**src/rtl/filter_defs.vh**
```
// Shared encodings for the video test-pattern generator.
// Latency: n/a (constants only).
// Backpressure: n/a.
`ifndef FILTER_DEFS_VH
`define FILTER_DEFS_VH

// Pattern select encodings (i_pattern).
localparam logic [1:0] PAT_SOLID = 2'd0;
localparam logic [1:0] PAT_HRAMP = 2'd1;
localparam logic [1:0] PAT_VRAMP = 2'd2;
localparam logic [1:0] PAT_CHECK = 2'd3;

// Generator FSM state encodings.
localparam logic [0:0] ST_IDLE = 1'b0;
localparam logic [0:0] ST_RUN  = 1'b1;

`endif

```
**src/rtl/filter_video_gen_pkg.sv**
```systemverilog
// Shared types and encodings for the video test-pattern generator.
// Latency: n/a (package only).
// Backpressure: n/a.
package filter_video_gen_pkg;
  `include "filter_defs.vh"

  // Counter width covers any practical raster (up to 65535 cycles/lines).
  localparam int CNT_W = 16;
  typedef logic [CNT_W-1:0] cnt_t;
endpackage

```
**src/rtl/filter_video_gen_if.sv**
```systemverilog
// Control/stream bundle between a pattern-generator client and the generator.
// Latency: n/a (wires only).
// Backpressure: none; the stream is free-running once started.
// Ports: i_en, i_pattern, i_fill_y/u/v (control into generator);
//        o_vs, o_hs, o_de, o_y/u/v, o_busy, o_frame_done (stream out).
interface filter_video_gen_if #(
  parameter int DATA_WIDTH = 8
);
  logic                  i_en;
  logic [1:0]            i_pattern;
  logic [DATA_WIDTH-1:0] i_fill_y;
  logic [DATA_WIDTH-1:0] i_fill_u;
  logic [DATA_WIDTH-1:0] i_fill_v;
  logic                  o_vs;
  logic                  o_hs;
  logic                  o_de;
  logic [DATA_WIDTH-1:0] o_y;
  logic [DATA_WIDTH-1:0] o_u;
  logic [DATA_WIDTH-1:0] o_v;
  logic                  o_busy;
  logic                  o_frame_done;

  // Client side: drives control, consumes the stream.
  modport master (
    output i_en, i_pattern, i_fill_y, i_fill_u, i_fill_v,
    input  o_vs, o_hs, o_de, o_y, o_u, o_v, o_busy, o_frame_done
  );

  // Generator side.
  modport slave (
    input  i_en, i_pattern, i_fill_y, i_fill_u, i_fill_v,
    output o_vs, o_hs, o_de, o_y, o_u, o_v, o_busy, o_frame_done
  );
endinterface

```
**src/rtl/filter_vgen_timing.sv**
```systemverilog
// Raster h/v counters with combinational sync/de decode and active-area coordinates.
// Latency: decode is combinational from the counters; counters advance every cycle in run.
// Backpressure: none; counters are held at zero whenever i_run is low.
// Ports: clk, rst, i_run (advance counters) ->
//        o_hs, o_vs, o_de (decoded timing), o_x, o_yl (active column/line), o_last (frame end).
module filter_vgen_timing
  import filter_video_gen_pkg::*;
#(
  parameter int H_SYNC   = 44,
  parameter int H_BP     = 148,
  parameter int H_ACTIVE = 1920,
  parameter int H_FP     = 88,
  parameter int V_SYNC   = 5,
  parameter int V_BP     = 36,
  parameter int V_ACTIVE = 1080,
  parameter int V_FP     = 4
) (
  input  logic clk,
  input  logic rst,
  input  logic i_run,
  output logic o_hs,
  output logic o_vs,
  output logic o_de,
  output cnt_t o_x,
  output cnt_t o_yl,
  output logic o_last
);
  localparam cnt_t H_LAST    = cnt_t'(H_SYNC + H_BP + H_ACTIVE + H_FP - 1);
  localparam cnt_t V_LAST    = cnt_t'(V_SYNC + V_BP + V_ACTIVE + V_FP - 1);
  localparam cnt_t H_SYNC_C  = cnt_t'(H_SYNC);
  localparam cnt_t V_SYNC_C  = cnt_t'(V_SYNC);
  localparam cnt_t H_ACT_BEG = cnt_t'(H_SYNC + H_BP);
  localparam cnt_t H_ACT_END = cnt_t'(H_SYNC + H_BP + H_ACTIVE);
  localparam cnt_t V_ACT_BEG = cnt_t'(V_SYNC + V_BP);
  localparam cnt_t V_ACT_END = cnt_t'(V_SYNC + V_BP + V_ACTIVE);

  cnt_t r_h_cnt;
  cnt_t r_v_cnt;
  logic w_h_wrap;

  assign w_h_wrap = (r_h_cnt == H_LAST);

  // Holding the counters at zero outside run means the first run cycle
  // always starts at the top-left of the raster.
  always_ff @(posedge clk or posedge rst) begin
    if (rst) begin
      r_h_cnt <= '0;
      r_v_cnt <= '0;
    end else if (!i_run) begin
      r_h_cnt <= '0;
      r_v_cnt <= '0;
    end else if (w_h_wrap) begin
      r_h_cnt <= '0;
      r_v_cnt <= (r_v_cnt == V_LAST) ? '0 : r_v_cnt + cnt_t'(1);
    end else begin
      r_h_cnt <= r_h_cnt + cnt_t'(1);
    end
  end

  assign o_hs   = (r_h_cnt < H_SYNC_C);
  assign o_vs   = (r_v_cnt < V_SYNC_C);
  assign o_de   = (r_h_cnt >= H_ACT_BEG) && (r_h_cnt < H_ACT_END) &&
                  (r_v_cnt >= V_ACT_BEG) && (r_v_cnt < V_ACT_END);
  // Coordinates are only meaningful while o_de is high.
  assign o_x    = r_h_cnt - H_ACT_BEG;
  assign o_yl   = r_v_cnt - V_ACT_BEG;
  assign o_last = w_h_wrap && (r_v_cnt == V_LAST);
endmodule

```
**src/rtl/filter_video_gen.sv**
```systemverilog
// Video test-pattern generator producing a vs/hs/de + YUV stream for the filter pipeline.
// Latency: every output is registered, one cycle behind the raster counters.
// Backpressure: none; runs whole frames while i_en is held, stops only at a frame boundary.
// Ports: clk, rst (async active-high), bus (slave modport: i_en, i_pattern, i_fill_*,
//        o_vs/o_hs/o_de, o_y/o_u/o_v, o_busy, o_frame_done).
module filter_video_gen
  import filter_video_gen_pkg::*;
#(
  parameter int DATA_WIDTH = 8,
  parameter int H_SYNC     = 44,
  parameter int H_BP       = 148,
  parameter int H_ACTIVE   = 1920,
  parameter int H_FP       = 88,
  parameter int V_SYNC     = 5,
  parameter int V_BP       = 36,
  parameter int V_ACTIVE   = 1080,
  parameter int V_FP       = 4
) (
  input logic                clk,
  input logic                rst,
  filter_video_gen_if.slave  bus
);
  logic [0:0]            r_state;
  logic [0:0]            w_state_nxt;
  logic                  w_run;
  logic                  w_frame_start;

  logic [1:0]            r_pat;
  logic [DATA_WIDTH-1:0] r_fill_y;
  logic [DATA_WIDTH-1:0] r_fill_u;
  logic [DATA_WIDTH-1:0] r_fill_v;

  logic                  w_hs;
  logic                  w_vs;
  logic                  w_de;
  logic                  w_last;
  cnt_t                  w_x;
  cnt_t                  w_yl;
  logic [DATA_WIDTH-1:0] w_y;

  logic                  r_vs;
  logic                  r_hs;
  logic                  r_de;
  logic [DATA_WIDTH-1:0] r_y;
  logic [DATA_WIDTH-1:0] r_u;
  logic [DATA_WIDTH-1:0] r_v;
  logic                  r_busy;
  logic                  r_frame_done;

  filter_vgen_timing #(
    .H_SYNC   (H_SYNC),
    .H_BP     (H_BP),
    .H_ACTIVE (H_ACTIVE),
    .H_FP     (H_FP),
    .V_SYNC   (V_SYNC),
    .V_BP     (V_BP),
    .V_ACTIVE (V_ACTIVE),
    .V_FP     (V_FP)
  ) u_timing (
    .clk    (clk),
    .rst    (rst),
    .i_run  (w_run),
    .o_hs   (w_hs),
    .o_vs   (w_vs),
    .o_de   (w_de),
    .o_x    (w_x),
    .o_yl   (w_yl),
    .o_last (w_last)
  );

  assign w_run = (r_state == ST_RUN);

  // A frame begins either on leaving IDLE or on wrapping out of the last
  // cycle with i_en still high; both are the moments the shadows reload.
  assign w_frame_start = bus.i_en && (!w_run || w_last);

  always_comb begin
    w_state_nxt = r_state;
    case (r_state)
      ST_IDLE: if (bus.i_en) w_state_nxt = ST_RUN;
      ST_RUN:  if (w_last && !bus.i_en) w_state_nxt = ST_IDLE;
      default: w_state_nxt = ST_IDLE;
    endcase
  end

  always_ff @(posedge clk or posedge rst) begin
    if (rst) begin
      r_state <= ST_IDLE;
    end else begin
      r_state <= w_state_nxt;
    end
  end

  // Frame-stable copies of the control inputs.
  always_ff @(posedge clk or posedge rst) begin
    if (rst) begin
      r_pat    <= PAT_SOLID;
      r_fill_y <= '0;
      r_fill_u <= '0;
      r_fill_v <= '0;
    end else if (w_frame_start) begin
      r_pat    <= bus.i_pattern;
      r_fill_y <= bus.i_fill_y;
      r_fill_u <= bus.i_fill_u;
      r_fill_v <= bus.i_fill_v;
    end
  end

  // Ramps truncate the coordinate, giving modulo-2^DATA_WIDTH wrap.
  always_comb begin
    w_y = '0;
    case (r_pat)
      PAT_SOLID: w_y = r_fill_y;
      PAT_HRAMP: w_y = DATA_WIDTH'(w_x);
      PAT_VRAMP: w_y = DATA_WIDTH'(w_yl);
      PAT_CHECK: w_y = {DATA_WIDTH{w_x[3] ^ w_yl[3]}};
      default:   w_y = '0;
    endcase
  end

  // The counters idle at zero, which decodes as hs/vs active, so every
  // stream output is gated by run to keep IDLE quiet.
  always_ff @(posedge clk or posedge rst) begin
    if (rst) begin
      r_vs         <= 1'b0;
      r_hs         <= 1'b0;
      r_de         <= 1'b0;
      r_y          <= '0;
      r_u          <= '0;
      r_v          <= '0;
      r_busy       <= 1'b0;
      r_frame_done <= 1'b0;
    end else begin
      r_vs         <= w_run && w_vs;
      r_hs         <= w_run && w_hs;
      r_de         <= w_run && w_de;
      r_y          <= (w_run && w_de) ? w_y      : '0;
      r_u          <= (w_run && w_de) ? r_fill_u : '0;
      r_v          <= (w_run && w_de) ? r_fill_v : '0;
      r_busy       <= w_run;
      r_frame_done <= w_run && w_last;
    end
  end

  assign bus.o_vs         = r_vs;
  assign bus.o_hs         = r_hs;
  assign bus.o_de         = r_de;
  assign bus.o_y          = r_y;
  assign bus.o_u          = r_u;
  assign bus.o_v          = r_v;
  assign bus.o_busy       = r_busy;
  assign bus.o_frame_done = r_frame_done;
endmodule

```
**src/flat_wrapper.sv**
```systemverilog
// flat-port wrapper written by rule: the top's interface ports become plain ports
module filter_video_gen_flat import filter_video_gen_pkg::*;
#(
  parameter int DATA_WIDTH = 8,
  parameter int H_SYNC     = 44,
  parameter int H_BP       = 148,
  parameter int H_ACTIVE   = 1920,
  parameter int H_FP       = 88,
  parameter int V_SYNC     = 5,
  parameter int V_BP       = 36,
  parameter int V_ACTIVE   = 1080,
  parameter int V_FP       = 4
)
  (clk, rst, bus_i_en, bus_i_pattern, bus_i_fill_y, bus_i_fill_u, bus_i_fill_v, bus_o_vs, bus_o_hs, bus_o_de, bus_o_y, bus_o_u, bus_o_v, bus_o_busy, bus_o_frame_done);
  filter_video_gen_if #(.DATA_WIDTH(DATA_WIDTH)) bus_i ();
  input logic clk;
  input logic rst;
  input wire logic [$bits(bus_i.i_en)-1:0] bus_i_en;
  input wire logic [$bits(bus_i.i_pattern)-1:0] bus_i_pattern;
  input wire logic [$bits(bus_i.i_fill_y)-1:0] bus_i_fill_y;
  input wire logic [$bits(bus_i.i_fill_u)-1:0] bus_i_fill_u;
  input wire logic [$bits(bus_i.i_fill_v)-1:0] bus_i_fill_v;
  output wire logic [$bits(bus_i.o_vs)-1:0] bus_o_vs;
  output wire logic [$bits(bus_i.o_hs)-1:0] bus_o_hs;
  output wire logic [$bits(bus_i.o_de)-1:0] bus_o_de;
  output wire logic [$bits(bus_i.o_y)-1:0] bus_o_y;
  output wire logic [$bits(bus_i.o_u)-1:0] bus_o_u;
  output wire logic [$bits(bus_i.o_v)-1:0] bus_o_v;
  output wire logic [$bits(bus_i.o_busy)-1:0] bus_o_busy;
  output wire logic [$bits(bus_i.o_frame_done)-1:0] bus_o_frame_done;
  assign bus_i.i_en = bus_i_en;
  assign bus_i.i_pattern = bus_i_pattern;
  assign bus_i.i_fill_y = bus_i_fill_y;
  assign bus_i.i_fill_u = bus_i_fill_u;
  assign bus_i.i_fill_v = bus_i_fill_v;
  assign bus_o_vs = bus_i.o_vs;
  assign bus_o_hs = bus_i.o_hs;
  assign bus_o_de = bus_i.o_de;
  assign bus_o_y = bus_i.o_y;
  assign bus_o_u = bus_i.o_u;
  assign bus_o_v = bus_i.o_v;
  assign bus_o_busy = bus_i.o_busy;
  assign bus_o_frame_done = bus_i.o_frame_done;
  filter_video_gen #(.DATA_WIDTH(DATA_WIDTH), .H_SYNC(H_SYNC), .H_BP(H_BP), .H_ACTIVE(H_ACTIVE), .H_FP(H_FP), .V_SYNC(V_SYNC), .V_BP(V_BP), .V_ACTIVE(V_ACTIVE), .V_FP(V_FP)) u_core (.clk(clk), .rst(rst), .bus(bus_i));
endmodule
```
**config.mk**
```make
export PLATFORM = sky130hd
export DESIGN_NAME = filter_video_gen_flat
export DESIGN_NICKNAME = d
export VERILOG_FILES = /design/src/rtl/filter_video_gen_pkg.sv /design/src/rtl/filter_video_gen_if.sv /design/src/rtl/filter_vgen_timing.sv /design/src/rtl/filter_video_gen.sv /design/src/flat_wrapper.sv
export VERILOG_INCLUDE_DIRS = /design/src /design/src/rtl
export SDC_FILE = /design/constraint.sdc
export NUM_CORES = 1
export LEC_CHECK = 0
export ABC_AREA = 1
export CAP_MARGIN = 20
export CORE_MARGIN = 5
export CORE_UTILIZATION = 40
export DETAILED_ROUTE_END_ITERATION = 8
export GPL_TIMING_DRIVEN = 0
export PLACE_DENSITY = 0.58
export SLEW_MARGIN = 20
export SYNTH_ARGS = -nofsm -noshare
export SYNTH_HDL_FRONTEND = slang
export SYNTH_SLANG_ARGS = --single-unit
```
**constraint.sdc**
```tcl
create_clock -name clk -period 6 [get_ports clk]
set_input_delay 1.8 -clock clk [delete_from_list [all_inputs] [get_ports clk]]
set_output_delay 1.8 -clock clk [all_outputs]
set_load 0.01 [all_outputs]
```
# Yosys cells after proc, flatten, opt, wreduce, memory -nomap -nowiden
# Cells that the tools add are included.
dict set report word_totals {
  ff_bits 88
  input_bits 29
  out_inout_bits 29
  elab_cells 59
}
dict set report classes {
  add_sub_neg 4
  magnitude_cmp 6
  eq_ne 6
  mux 12
  bitwise 2
  n_reduce_logical 14
}
# op count
set op_table {}
lappend op_table {{$mux W16} 5}
lappend op_table {{$add A16 B1 Y16 const B} 2}
lappend op_table {{$pmux W8 S4} 1}
lappend op_table {{$mux W8} 3}
lappend op_table {{$eq A16 B11 Y1 const B} 1}
lappend op_table {{$eq A16 B12 Y1 const B} 1}
lappend op_table {{$ge A16 B6 Y1 const B} 1}
lappend op_table {{$ge A16 B8 Y1 const B} 1}
lappend op_table {{$lt A16 B11 Y1 const B} 1}
lappend op_table {{$lt A16 B12 Y1 const B} 1}
lappend op_table {{$lt A16 B3 Y1 const B} 1}
lappend op_table {{$lt A16 B6 Y1 const B} 1}
lappend op_table {{$logic_and A1 B1 Y1} 10}
lappend op_table {{$sub A8 B6 Y8 const B} 1}
lappend op_table {{$sub A8 B8 Y8 const B} 1}
lappend op_table {{$eq A2 B2 Y1 const B} 2}
lappend op_table {{$eq A2 B1 Y1 const B} 1}
lappend op_table {{$logic_not A1 Y1} 2}
lappend op_table {{$logic_not A2 Y1} 1}
lappend op_table {{$mux W1} 2}
lappend op_table {{$ne A2 B2 Y1 const B} 1}
lappend op_table {{$pmux W1 S2} 1}
lappend op_table {{$logic_or A1 B1 Y1} 1}
lappend op_table {{$not A1 Y1} 1}
lappend op_table {{$xor A1 B1 Y1} 1}

# Longest topological paths before layout
# Gate-level depths: netlist of run 1.
dict set report depth {
  depth_word 6
  mapped_depth 11
  mapped_depth_nobuf 11
}

# By module
# Synthesis of run 1 repeated with hierarchy kept, for this count alone.
dict set report unflattened {
  cells_unflattened 642
  hier_area_um2 5011.1
}
# module n_inst cells_per_inst area_each_um2 seq_area_each_um2
set modules_own_cells {}
lappend modules_own_cells {filter_vgen_timing 1 407 2737.6 800.8}
lappend modules_own_cells {filter_video_gen 1 235 2273.4 1401.3}

# Worst setup path before layout of run 1
# OpenSTA, ideal clock, no wires.
dict set report synth_path {
  path_type {in2reg}
  startpoint {input bus_i_en}
  endpoint {register u_core.r_fill_u[0]}
  setup_time_ns 0.066
  t_arrival_ns 2.573
  required_time_ns 5.934
  slack_ns 3.361
  path_stages 4
  n_path_buf 2
  path_cell_list {clkbuf_1 -> clkbuf_1 -> nand4_1 -> nand2_1}
}
dict set report synth_between {
  elab_chain_len 1
}
# item line_no
set synth_lines {}
lappend synth_lines {{start, declared} flat_wrapper.sv:18} ;# input wire logic [$bits(bus_i.i_en)-1:0] bus_i_en;
lappend synth_lines {{$logic_and A1 B1 Y1} filter_video_gen.sv:75} ;# assign w_frame_start = bus.i_en && (!w_run || w_last);
lappend synth_lines {{end signal, assigned} filter_video_gen.sv:104} ;# r_fill_u <= bus.i_fill_u;
lappend synth_lines {{end, declared} filter_video_gen.sv:30} ;# logic [DATA_WIDTH-1:0] r_fill_u;
# Every way passes these cells.
# A chain may end at the register's enable or synchronous reset.

# Worst setup path in the final report of run 1
dict set report layout_path {
  startpoint {register u_core.r_y[3], in the netlist u_core.bus.o_y[3]}
  endpoint {output bus_o_y[3]}
}
# item line_no
set layout_rtl {}
lappend layout_rtl {{start, declared} filter_video_gen.sv:44} ;# logic [DATA_WIDTH-1:0] r_y;
lappend layout_rtl {{start signal, assigned} filter_video_gen.sv:137} ;# r_y <= (w_run && w_de) ? w_y : '0;
lappend layout_rtl {{end, declared} flat_wrapper.sv:26} ;# output wire logic [$bits(bus_i.o_y)-1:0] bus_o_y;
# No word-level cell between the ends.

==> reports/metrics.yaml, run 1 <==
rr_startpoint: "u_core.u_timing.r_v_cnt[0]"
drt_wl_total_um: 11900
io_buffers: 56
floorplan.die_area_mm2: 0.0137
critical_path_required_ns: 4.20
yosys_register_bits: 88
via_count_of_the_first_global_routing_pass: 3878
setup_repair_after_global_routing_missed_its_margin: "no"
placed_insts: 784
final_layout_size_suffix_gt1_frac: 0.100
power.sequential.fraction: 0.480
worst_pin_slew_ns: 0.626
worst_path_max_delay_cell: "clkdlybuf4s50_1"
clock-skew-final_ns: 0.00763
switchingPower_uw: 394
critical-path-max-stage-delay_ns: 0.54
drcViolationCount: 0
worst_hold_path_type: "register to register"
combinationalPowerShare: 0.125
hpwl_um: 8580
grt.overflow.total: 0
clkPwrFrac: 0.395
cts_max_path_buffers: 2
detail_route.first_pass.iterations: 4
vias: 4027
grt_usage: 0.185
place_area_mm2: 0.00537
internal_power_uw: 982
fillCellCount: 1142
placeableCoreArea_mm2: 0.0113
totalNegativeSetupSlack_ns: 0
timing.hold.worst.start: "u_core.r_state"
setup_viol: 0
post_synth_inst_count: 584
synth.yosys.seq_area_share: 0.479
final_std_cells_w_o_fill: 800
finalCriticalPeriod_ns: 3.04
slew-limit-headroom: 0.583
clk_pin_slew_ns: 0.07
maxCapViolations: 0
cp.buffers_inverters: 1
cp_top_family: "buffers and inverters"
power.density_cell_area_mw_per_mm2: 244
global_route_wire_length_before_repair_um: 19500
timing.final.crit_share: 0.507
area_delta_synth_final_pct: 22.8
drt-wirelength-per-cell_um: 14.8
slew_viol_final: 0
timing_hold_violations_final: 0
cts-hold-fix-buffers: 0
timing.fmax_mhz: 329
switching_share: 0.286
fp-row-count: 39
p_leak_nw: 2.82
design.final.nets: 691
cts.sink_count: 88
num_cts_buffers: 9
first_iter_violations: 211
route.antenna.remaining_nets: 0
timing_worst_setup_path_type: "register to output pin"
grt_start_max_net_pins: 47
crit_start: "u_core.bus.o_y[3]"
mappedNetlistNets: 623
ys_types: 37
post_cts_buffers: 0
worst_setup_path_start_kind: "register"
ff_latch_area_mm2: 0.00220
chipWidth_um: 117
ctsHtreeMaxLevel: 3
count_of_pins_on_the_block_boundary: 58
vias_per_cell: 5.03
yosys_warnings: 0
antenna-diode-count: 0
critPathArrivalTime_ns: 1.24
initial_core_utilization: 0.406
syn_area_mm2: 0.00460
syn-mean-instance-area_um2: 7.87
globalplace.congestion: 0.900
final_design_area_no_fill_mm2: 0.00565
ctsResizeCount: 0
floorplan.die.height_um: 117
endpoint_kind: "output pin"
path_max_fanout: 1
clkLatencyLatePin_ns: 0.35
multi_input_comb_area_mm2: 0.00203
number_of_antenna_violations_at_the_first_check_in_global_routing: 0
hold-worst-slack_ns: 0.417
clock-root-buffer: "clkbuf_16"
peak_supply_drop_mv: 0.137
cts_tree: "built"
status: "finished, final reports clean"
cp_cell_sequence: "clkdlybuf4s50_1"
[logic make-up (layout without fill, tap and decap cells)]
| family | count (synthesis) | in the layout | share of synthesized area |
|---|---|---|---|
| simple gates | 349 | 349 | 0.347 |
| xor+xnor | 6 | 6 | 0.0114 |
| flops | 88 | 88 | 0.479 |
| compound gates | 45 | 45 | 0.0558 |
| fa+ha+maj | 10 | 10 | 0.0272 |
| buf+inv | 86 | 159 | 0.0800 |
[stage by stage]
stage	worst slack, ns	power (mW)	utilization
2_1_floorplan	1.92	0.777	-
3_3_place_gp	0.461	0.840	0.471
3_5_place_dp	3.06	0.847	0.474
4_1_cts	2.93	1.39	0.499
5_1_grt	2.91	1.44	0.499
6_report	2.96	1.38	0.499
[placed cells by master, fill, tap and decap left out, types with 4 or more instances in the layout]
cell / Yosys / final
clkbuf_1: 4 / 4
a21oi_1: 12 / 12
nand4_1: 40 / 40
inv_1: 61 / 60
nor2_1: 84 / 84
or2_2: 8 / 8
clkbuf_16: 0 / 9
ha_1: 10 / 10
nand3_1: 42 / 42
dfrtp_1: 88 / 88
o21ai_0: 24 / 24
clkdlybuf4s50_1: 0 / 56
nand2_1: 140 / 140
buf_2: 12 / 12
xor2_1: 5 / 5
nor2_2: 12 / 12
nor3_1: 11 / 11
[Yosys cell counts]
cell | n | area, µm²
a21o_1 | 1 | 7.51
a21oi_1 | 12 | 60.1
a22oi_1 | 1 | 7.51
a311oi_1 | 1 | 8.76
a31oi_1 | 1 | 6.26
and2_4 | 1 | 8.76
buf_2 | 12 | 60.1
buf_4 | 2 | 15.0
buf_6 | 3 | 33.8
clkbuf_1 | 4 | 15.0
clkinv_1 | 1 | 3.75
dfrtp_1 | 88 | 2200
ha_1 | 10 | 125
inv_1 | 61 | 229
inv_2 | 3 | 11.3
nand2_1 | 140 | 526
nand2_2 | 1 | 6.26
nand2_4 | 2 | 22.5
nand3_1 | 42 | 210
nand3_4 | 1 | 17.5
nand3b_1 | 3 | 22.5
nand4_1 | 40 | 250
nand4_2 | 1 | 12.5
nor2_1 | 84 | 315
nor2_2 | 12 | 75.1
nor3_1 | 11 | 55.1
nor3_2 | 1 | 10.0
nor4_1 | 1 | 6.26
o211a_1 | 1 | 10.0
o21ai_0 | 24 | 120
o21ai_4 | 1 | 16.3
o21bai_1 | 1 | 7.51
o22ai_1 | 2 | 12.5
or2_1 | 1 | 6.26
or2_2 | 8 | 50.1
xnor2_1 | 1 | 8.76
xor2_1 | 5 | 43.8
[per-layer routing]
| layer | wire length, µm | vias up | global-route usage |
|---|---|---|---|
| met4 | 290 | 0 | 0.0757 |
| met3 | 493 | 20 | 0.0365 |
| li1 | - | 2029 | - |
| met5 | 0 | - | 0 |
| met2 | 5620 | 78 | 0.285 |
| met1 | 5470 | 1900 | 0.256 |
[registers in the layout (all words and copies together) (netlist names), 2 cells and up]
signal,flops
u_core.u_timing.r_h_cnt,16
u_core.u_timing.r_v_cnt,16
u_core.bus.o_u,8
u_core.bus.o_v,8
u_core.bus.o_y,8
u_core.r_fill_u,8
u_core.r_fill_v,8
u_core.r_fill_y,8
u_core.r_pat,2
[power by group through the flow]
stage | registers (mW) | clock network [mW] | logic, mW
CTS | 0.661 | 0.557 | 0.176
finish | 0.661 | 0.543 | 0.172
floorplan | 0.665 | 0 | 0.112
global route | 0.667 | 0.579 | 0.198
detailed placement | 0.673 | 0 | 0.174
global placement | 0.672 | 0 | 0.168
[worst paths after layout]
kind,slack [ns],depth (start not counted),end
worst max-delay path,2.96,1,bus_o_y[3]
worst min-delay path,0.42,0,u_core.bus.o_busy
worst max register to register,3.86,11,u_core.bus.o_u[2]
worst min register to register,0.42,0,u_core.bus.o_busy
max in group asynchronous,3.50,3,u_core.u_timing.r_h_cnt[1]
min in group asynchronous,1.87,2,u_core.bus.o_v[4]
[final cells by class]
type | instances | area share
Multi-Input combinational cell | 410 | 0.359
Sequential cell | 88 | 0.390
Inverter | 65 | 0.0436
Timing Repair Buffer | 57 | 0.104
Buffer | 21 | 0.0219
Clock inverter | 7 | 0.00975
Clock buffer | 9 | 0.0399
Tap cell | 143 | 0.0317
Power figures use the tool's default switching activity.
==> run 2, diff against run 1 <==
Clock period 6 ns to 3 ns, I/O delays scaled along.
==> run 2 against run 1 <==
Effect of this change: critical path depth is 10 higher; cell area is 1.3% higher; die area unchanged; global-route usage down 0.37 points; core utilization is 0.64 points higher; critical path type is now register to register; largest power group unchanged.
==> reports/metrics.yaml, run 2 (same netlist as run 1, synthesis figures left out) <==
switchingPower_uw: 752
status: "finished, final reports clean"
finalCriticalPeriod_ns: 2.18
cts_tree: "built"
timing_hold_violations_final: 0
grt_usage: 0.182
clkPwrFrac: 0.432
path_max_fanout: 10
num_cts_buffers: 9
critical_path.reg2reg.endpoint: "u_core.bus.o_v[6]"
biggestRegsByFlops: "u_core.u_timing.r_h_cnt: 16 flops, u_core.u_timing.r_v_cnt: 16 flops"
worst_path_max_delay_cell: "dfrtp_1"
design_power_total_mw: 2.93
final_design_area_no_fill_mm2: 0.00572
drt-wirelength-per-cell_um: 14.5
area_delta_synth_final_pct: 24.4
critical-path-max-stage-delay_ns: 0.48
setup_repair_after_global_routing_missed_its_margin: "no"
drt_wl_total_um: 11600
worst_pin_slew_ns: 0.629
rr_startpoint: "u_core.u_timing.r_v_cnt[0]"
slew_viol_final: 0
grt_start_max_net_pins: 34
timing.final.crit_share: 0.726
route.antenna.remaining_nets: 0
final_std_cells_w_o_fill: 801
place_area_mm2: 0.00538
io_buffers: 56
totalNegativeSetupSlack_ns: 0
global_route_wire_length_before_repair_um: 19400
worst_setup_path_start_kind: "register"
mostFrequentLayoutCells: "nand2_1 (140), dfrtp_1 (88), nor2_1 (84)"
design.final.nets: 692
switching_share: 0.257
drcViolationCount: 0
floorplan.die.height_um: 117
final_layout_size_suffix_gt1_frac: 0.102
slew-limit-headroom: 0.580
clock-skew-final_ns: 0.00663
p_leak_nw: 2.85
clk_pin_slew_ns: 0.06
placeableCoreArea_mm2: 0.0113
worst_hold_path_type: "register to register"
setup_viol: 0
vias: 4062
globalplace.congestion: 0.910
timing.hold.worst.start: "u_core.r_state"
cts.sink_count: 88
initial_core_utilization: 0.406
ctsHtreeMaxLevel: 3
placed_insts: 785
grt.overflow.total: 0
via_count_of_the_first_global_routing_pass: 3972
hold-path-endpoint: "u_core.bus.o_busy"
setup_ws_ns: 0.822
chipWidth_um: 117
maxCapViolations: 0
r2r_depth: 11
cp_cell_sequence: "inv_1 > ha_1 > inv_1 > nor2_1 > nand2_1 > nand2_1 > a21oi_1 > nor2_2 > nand2_4 > buf_6 > nor2_2"
critical_path_required_ns: 3.28
detail_route.first_pass.iterations: 4
count_of_pins_on_the_block_boundary: 58
critPathArrivalTime_ns: 2.46
number_of_antenna_violations_at_the_first_check_in_global_routing: 0
antenna-diode-count: 0
hold_depth: 0
cts-hold-fix-buffers: 0
floorplan.die_area_mm2: 0.0137
timing.fmax_mhz: 459
ctsResizeCount: 0
clock-root-buffer: "clkbuf_16"
layout_commonest_cell: "nand2_1"
vias_per_cell: 5.07
post_cts_buffers: 0
cts_max_path_buffers: 2
endpoint_kind: "register"
dp_slack_ns: 0.822
internal_power_mw: 2.18
clkLatencyLatePin_ns: 0.35
rrSetupSlack_ns: 0.82
combinationalPowerShare: 0.116
power.sequential.fraction: 0.452
timing_worst_setup_path_type: "register to register"
hpwl_um: 8480
peak_supply_drop_mv: 0.308
fp-row-count: 39
first_iter_violations: 209
power.density_cell_area_mw_per_mm2: 512
## run 2: changes by cell type in the layout (fill, tap and decap cells not counted)
| cell | previous run | this run |
|---|---|---|
| clkinv_4 | 2 | 1 |
| buf_12 | 0 | 2 |
| clkinv_2 | 2 | 0 |
| bufinv_16 | 0 | 2 |
| clkbuf_8 | 0 | 2 |
| inv_8 | 1 | 0 |
| buf_16 | 1 | 0 |
| inv_6 | 1 | 2 |
| inv_4 | 1 | 0 |
## run 2: metrics by stage
step	utilization	hold WS [ns]
after floorplan	-	0.369
final	0.505	0.418
after global routing	0.505	0.436
after global placement	0.472	0.395
after detailed placement	0.475	0.396
after CTS	0.505	0.414
## run 2: critical path, delay by kind of cell, from the launching register on
kind,cells,cell delay (ns)
compound gates,1,0.08
simple gates,6,0.87
buf+inv,3,0.45
fa+ha+maj,1,0.23
flops,1,0.48
## run 2: power groups by stage
stage / clock network, mW / logic [mW] / registers (mW)
CTS: 1.29 / 0.349 / 1.32
detailed placement: 0 / 0.348 / 1.34
global route: 1.35 / 0.402 / 1.33
finish: 1.27 / 0.341 / 1.32
global placement: 0 / 0.336 / 1.34
floorplan: 0 / 0.224 / 1.33
## run 2: how the worst max path moves through the flow
| stage | startpoint | to | slack (ns) | cells after the start |
|---|---|---|---|---|
| 2_1_floorplan | rst | u_core.bus.o_busy | 1.08 | 1 |
| 5_1_grt | u_core.u_timing.r_v_cnt[0] | u_core.bus.o_u[3] | 0.65 | 11 |
| 3_5_place_dp | u_core.u_timing.r_v_cnt[0] | u_core.bus.o_u[1] | 0.82 | 11 |
| 4_1_cts | u_core.u_timing.r_v_cnt[0] | u_core.bus.o_v[6] | 0.81 | 11 |
| 3_3_place_gp | rst | u_core.r_fill_y[4] | 0.06 | 2 |
| 6_report | u_core.u_timing.r_v_cnt[0] | u_core.bus.o_v[6] | 0.82 | 11 |
## run 2: area by class of cell
class | count | area, µm²
inverter | 65 | 248
timing repair buffer | 58 | 601
multi-input combinational | 410 | 2030
sequential | 88 | 2200
clock buffer | 11 | 253
buffer | 21 | 124
clock inverter | 5 | 86.3
fill | 1120 | 5600
tap | 143 | 179
## run 2: per-layer routing
layer | vias up | GRT usage | routed length [µm]
li1 | 2025 | - | -
met1 | 1934 | 0.254 | 5440
met2 | 90 | 0.277 | 5540
met3 | 13 | 0.0365 | 436
met4 | 0 | 0.0719 | 204
met5 | - | 0 | 0
==> run 3, diff against run 2 <==
Settings changed: PLACE_DENSITY 0.58 to 0.6.
Clock period 3 ns to 1.9 ns, I/O delays scaled along.
==> run 3 against run 2 <==
Effect of this change: register-to-register slack got worse by 0.74 ns; global-route usage up 0.37 points; non-clock buffer count up 12; via count increased by 0.89%; core utilization rose by 1.8 points; worst hold slack lost 0.0091 ns; cell area increased by 3.5%; wire length is 3.3% higher; clock-buffer cell count is 2 lower; final cell count rose by 1.5%; largest power group unchanged; highest routed layer unchanged.
==> reports/metrics.yaml, run 3 (same netlist as run 1, synthesis figures left out) <==
critPathArrivalTime_ns: 2.06
layout_commonest_cell: "nand2_1"
rr_startpoint: "u_core.u_timing.r_v_cnt[4]"
biggestRegsByFlops: "u_core.u_timing.r_h_cnt: 16 flops, u_core.u_timing.r_v_cnt: 16 flops"
design.final.nets: 705
r2r_depth: 10
critical_path.reg2reg.endpoint: "u_core.r_fill_u[2]"
rrSetupSlack_ns: 0.09
ctsHtreeMaxLevel: 3
vias: 4098
status: "finished, final reports clean"
chipWidth_um: 117
grt.overflow.total: 0
num_cts_buffers: 9
hold-path-endpoint: "u_core.bus.o_busy"
vias_per_cell: 5.04
hpwl_um: 8580
finalCriticalPeriod_ns: 1.81
number_of_antenna_violations_at_the_first_check_in_global_routing: 0
maxCapViolations: 0
switchingPower_mw: 1.23
initial_core_utilization: 0.406
power.density_cell_area_mw_per_mm2: 760
timing_hold_violations_final: 0
drt_wl_total_um: 12000
timing.hold.worst.start: "u_core.r_state"
path_max_fanout: 9
clock-root-buffer: "clkbuf_16"
slew-limit-headroom: 0.577
antenna-diode-count: 0
final_layout_size_suffix_gt1_frac: 0.146
io_buffers: 56
worst_pin_slew_ns: 0.634
setup_viol: 0
worst_hold_path_type: "register to register"
clkLatencyLatePin_ns: 0.35
power.sequential.fraction: 0.465
grt_start_max_net_pins: 35
p_leak_nw: 2.92
slew_viol_final: 0
mostFrequentLayoutCells: "nand2_1 (138), dfrtp_1 (86), nor2_1 (75)"
fp-row-count: 39
area_delta_synth_final_pct: 28.8
cts.sink_count: 88
worst_setup_path_start_kind: "register"
timing_worst_setup_path_type: "register to register"
critical_path_required_ns: 2.14
global_route_wire_length_before_repair_um: 19800
placeableCoreArea_mm2: 0.0113
clock-skew-final_ns: 0.00812
totalNegativeSetupSlack_ns: 0
cts_max_path_buffers: 2
peak_supply_drop_mv: 0.463
cts-hold-fix-buffers: 0
internal_power_mw: 3.28
via_count_of_the_first_global_routing_pass: 3940
drt-wirelength-per-cell_um: 14.8
endpoint_kind: "register"
timing.fmax_mhz: 551
floorplan.die.height_um: 117
drcViolationCount: 0
floorplan.die_area_mm2: 0.0137
count_of_pins_on_the_block_boundary: 58
detail_route.first_pass.iterations: 5
first_iter_violations: 254
hold_depth: 0
timing.final.crit_share: 0.955
clkPwrFrac: 0.398
globalplace.congestion: 0.913
design_power_total_mw: 4.50
switching_share: 0.272
grt_usage: 0.185
cts_tree: "built"
combinationalPowerShare: 0.137
route.antenna.remaining_nets: 0
clk_pin_slew_ns: 0.07
[run 3: cell types whose count changed in the layout (fill, tap and decap cells not counted), sizes merged]
cell | before | now
inv | 65 | 64
nand2 | 143 | 144
clkinvlp | 1 | 4
buf | 19 | 29
bufinv | 2 | 1
[run 3: metal layers]
metal  routed length (µm)  global-route usage  up-vias
met5                    0                   0        -
met4                  211              0.0680        0
met3                  534              0.0380       13
met2                 5650               0.286      104
met1                 5610               0.258     1928
li1                     -                   -     2053
[run 3: worst max-delay path by stage]
stage,from,endpoint,cells after the start
final,u_core.u_timing.r_v_cnt[4],u_core.r_fill_u[2],10
after global routing,u_core.u_timing.r_v_cnt[4],u_core.r_fill_y[5],10
after CTS,u_core.u_timing.r_h_cnt[6],u_core.r_fill_u[2],11
after detailed placement,u_core.u_timing.r_v_cnt[0],u_core.bus.o_u[2],11
after global placement,rst,u_core.bus.o_y[0],2
after floorplan,u_core.u_timing.r_v_cnt[0],u_core.bus.o_u[0],11
[run 3: critical path: stages (launching register included)]
cell	delay, ns
dfrtp_1	0.36
buf_4	0.17
inv_2	0.14
nand2_1	0.09
nor2_2	0.18
nand4_4	0.16
nand2_4	0.14
nand3_4	0.15
clkbuf_16	0.21
nand2_1	0.05
nand2_1	0.05
[run 3: timing repair]
item                                    4_1_cts  5_1_grt
cloned                                        1        1
setup buffers                                 3        7
endpoints found under the hold margin         0        0
resized for setup                            11       18
endpoints found under the setup margin       72       61
pin swaps                                     3        3
[run 3: area by class of cell]
class | count | area, µm²
Inverter | 65 | 254
Clock buffer | 9 | 225
Fill cell | 1082 | 5400
Clock inverter | 6 | 70.1
Multi-Input combinational cell | 411 | 2090
Buffer | 21 | 138
Timing Repair Buffer | 70 | 761
Tap cell | 143 | 179
Sequential cell | 88 | 2200
[run 3: per-stage QoR]
stage | instances | worst slack [ns] | area, µm² | hold slack [ns] | util
floorplan | 584 | 0.150 | 4600 | 0.369 | -
global placement | 783 | -0.701 | 5340 | 0.392 | 0.472
detailed placement | 786 | -0.251 | 5420 | 0.398 | 0.478
CTS | 805 | 0.0146 | 5800 | 0.410 | 0.513
global route | 813 | -0.0188 | 5920 | 0.431 | 0.523
finish | 813 | 0.0862 | 5920 | 0.409 | 0.523
[run 3: power by group through the flow]
stage / logic (mW) / clock network [mW] / registers (mW)
2_1_floorplan: 0.353 / 0 / 2.10
6_report: 0.619 / 1.79 / 2.09
4_1_cts: 0.598 / 1.83 / 2.09
5_1_grt: 0.718 / 1.91 / 2.11
3_5_place_dp: 0.557 / 0 / 2.13
3_3_place_gp: 0.532 / 0 / 2.12
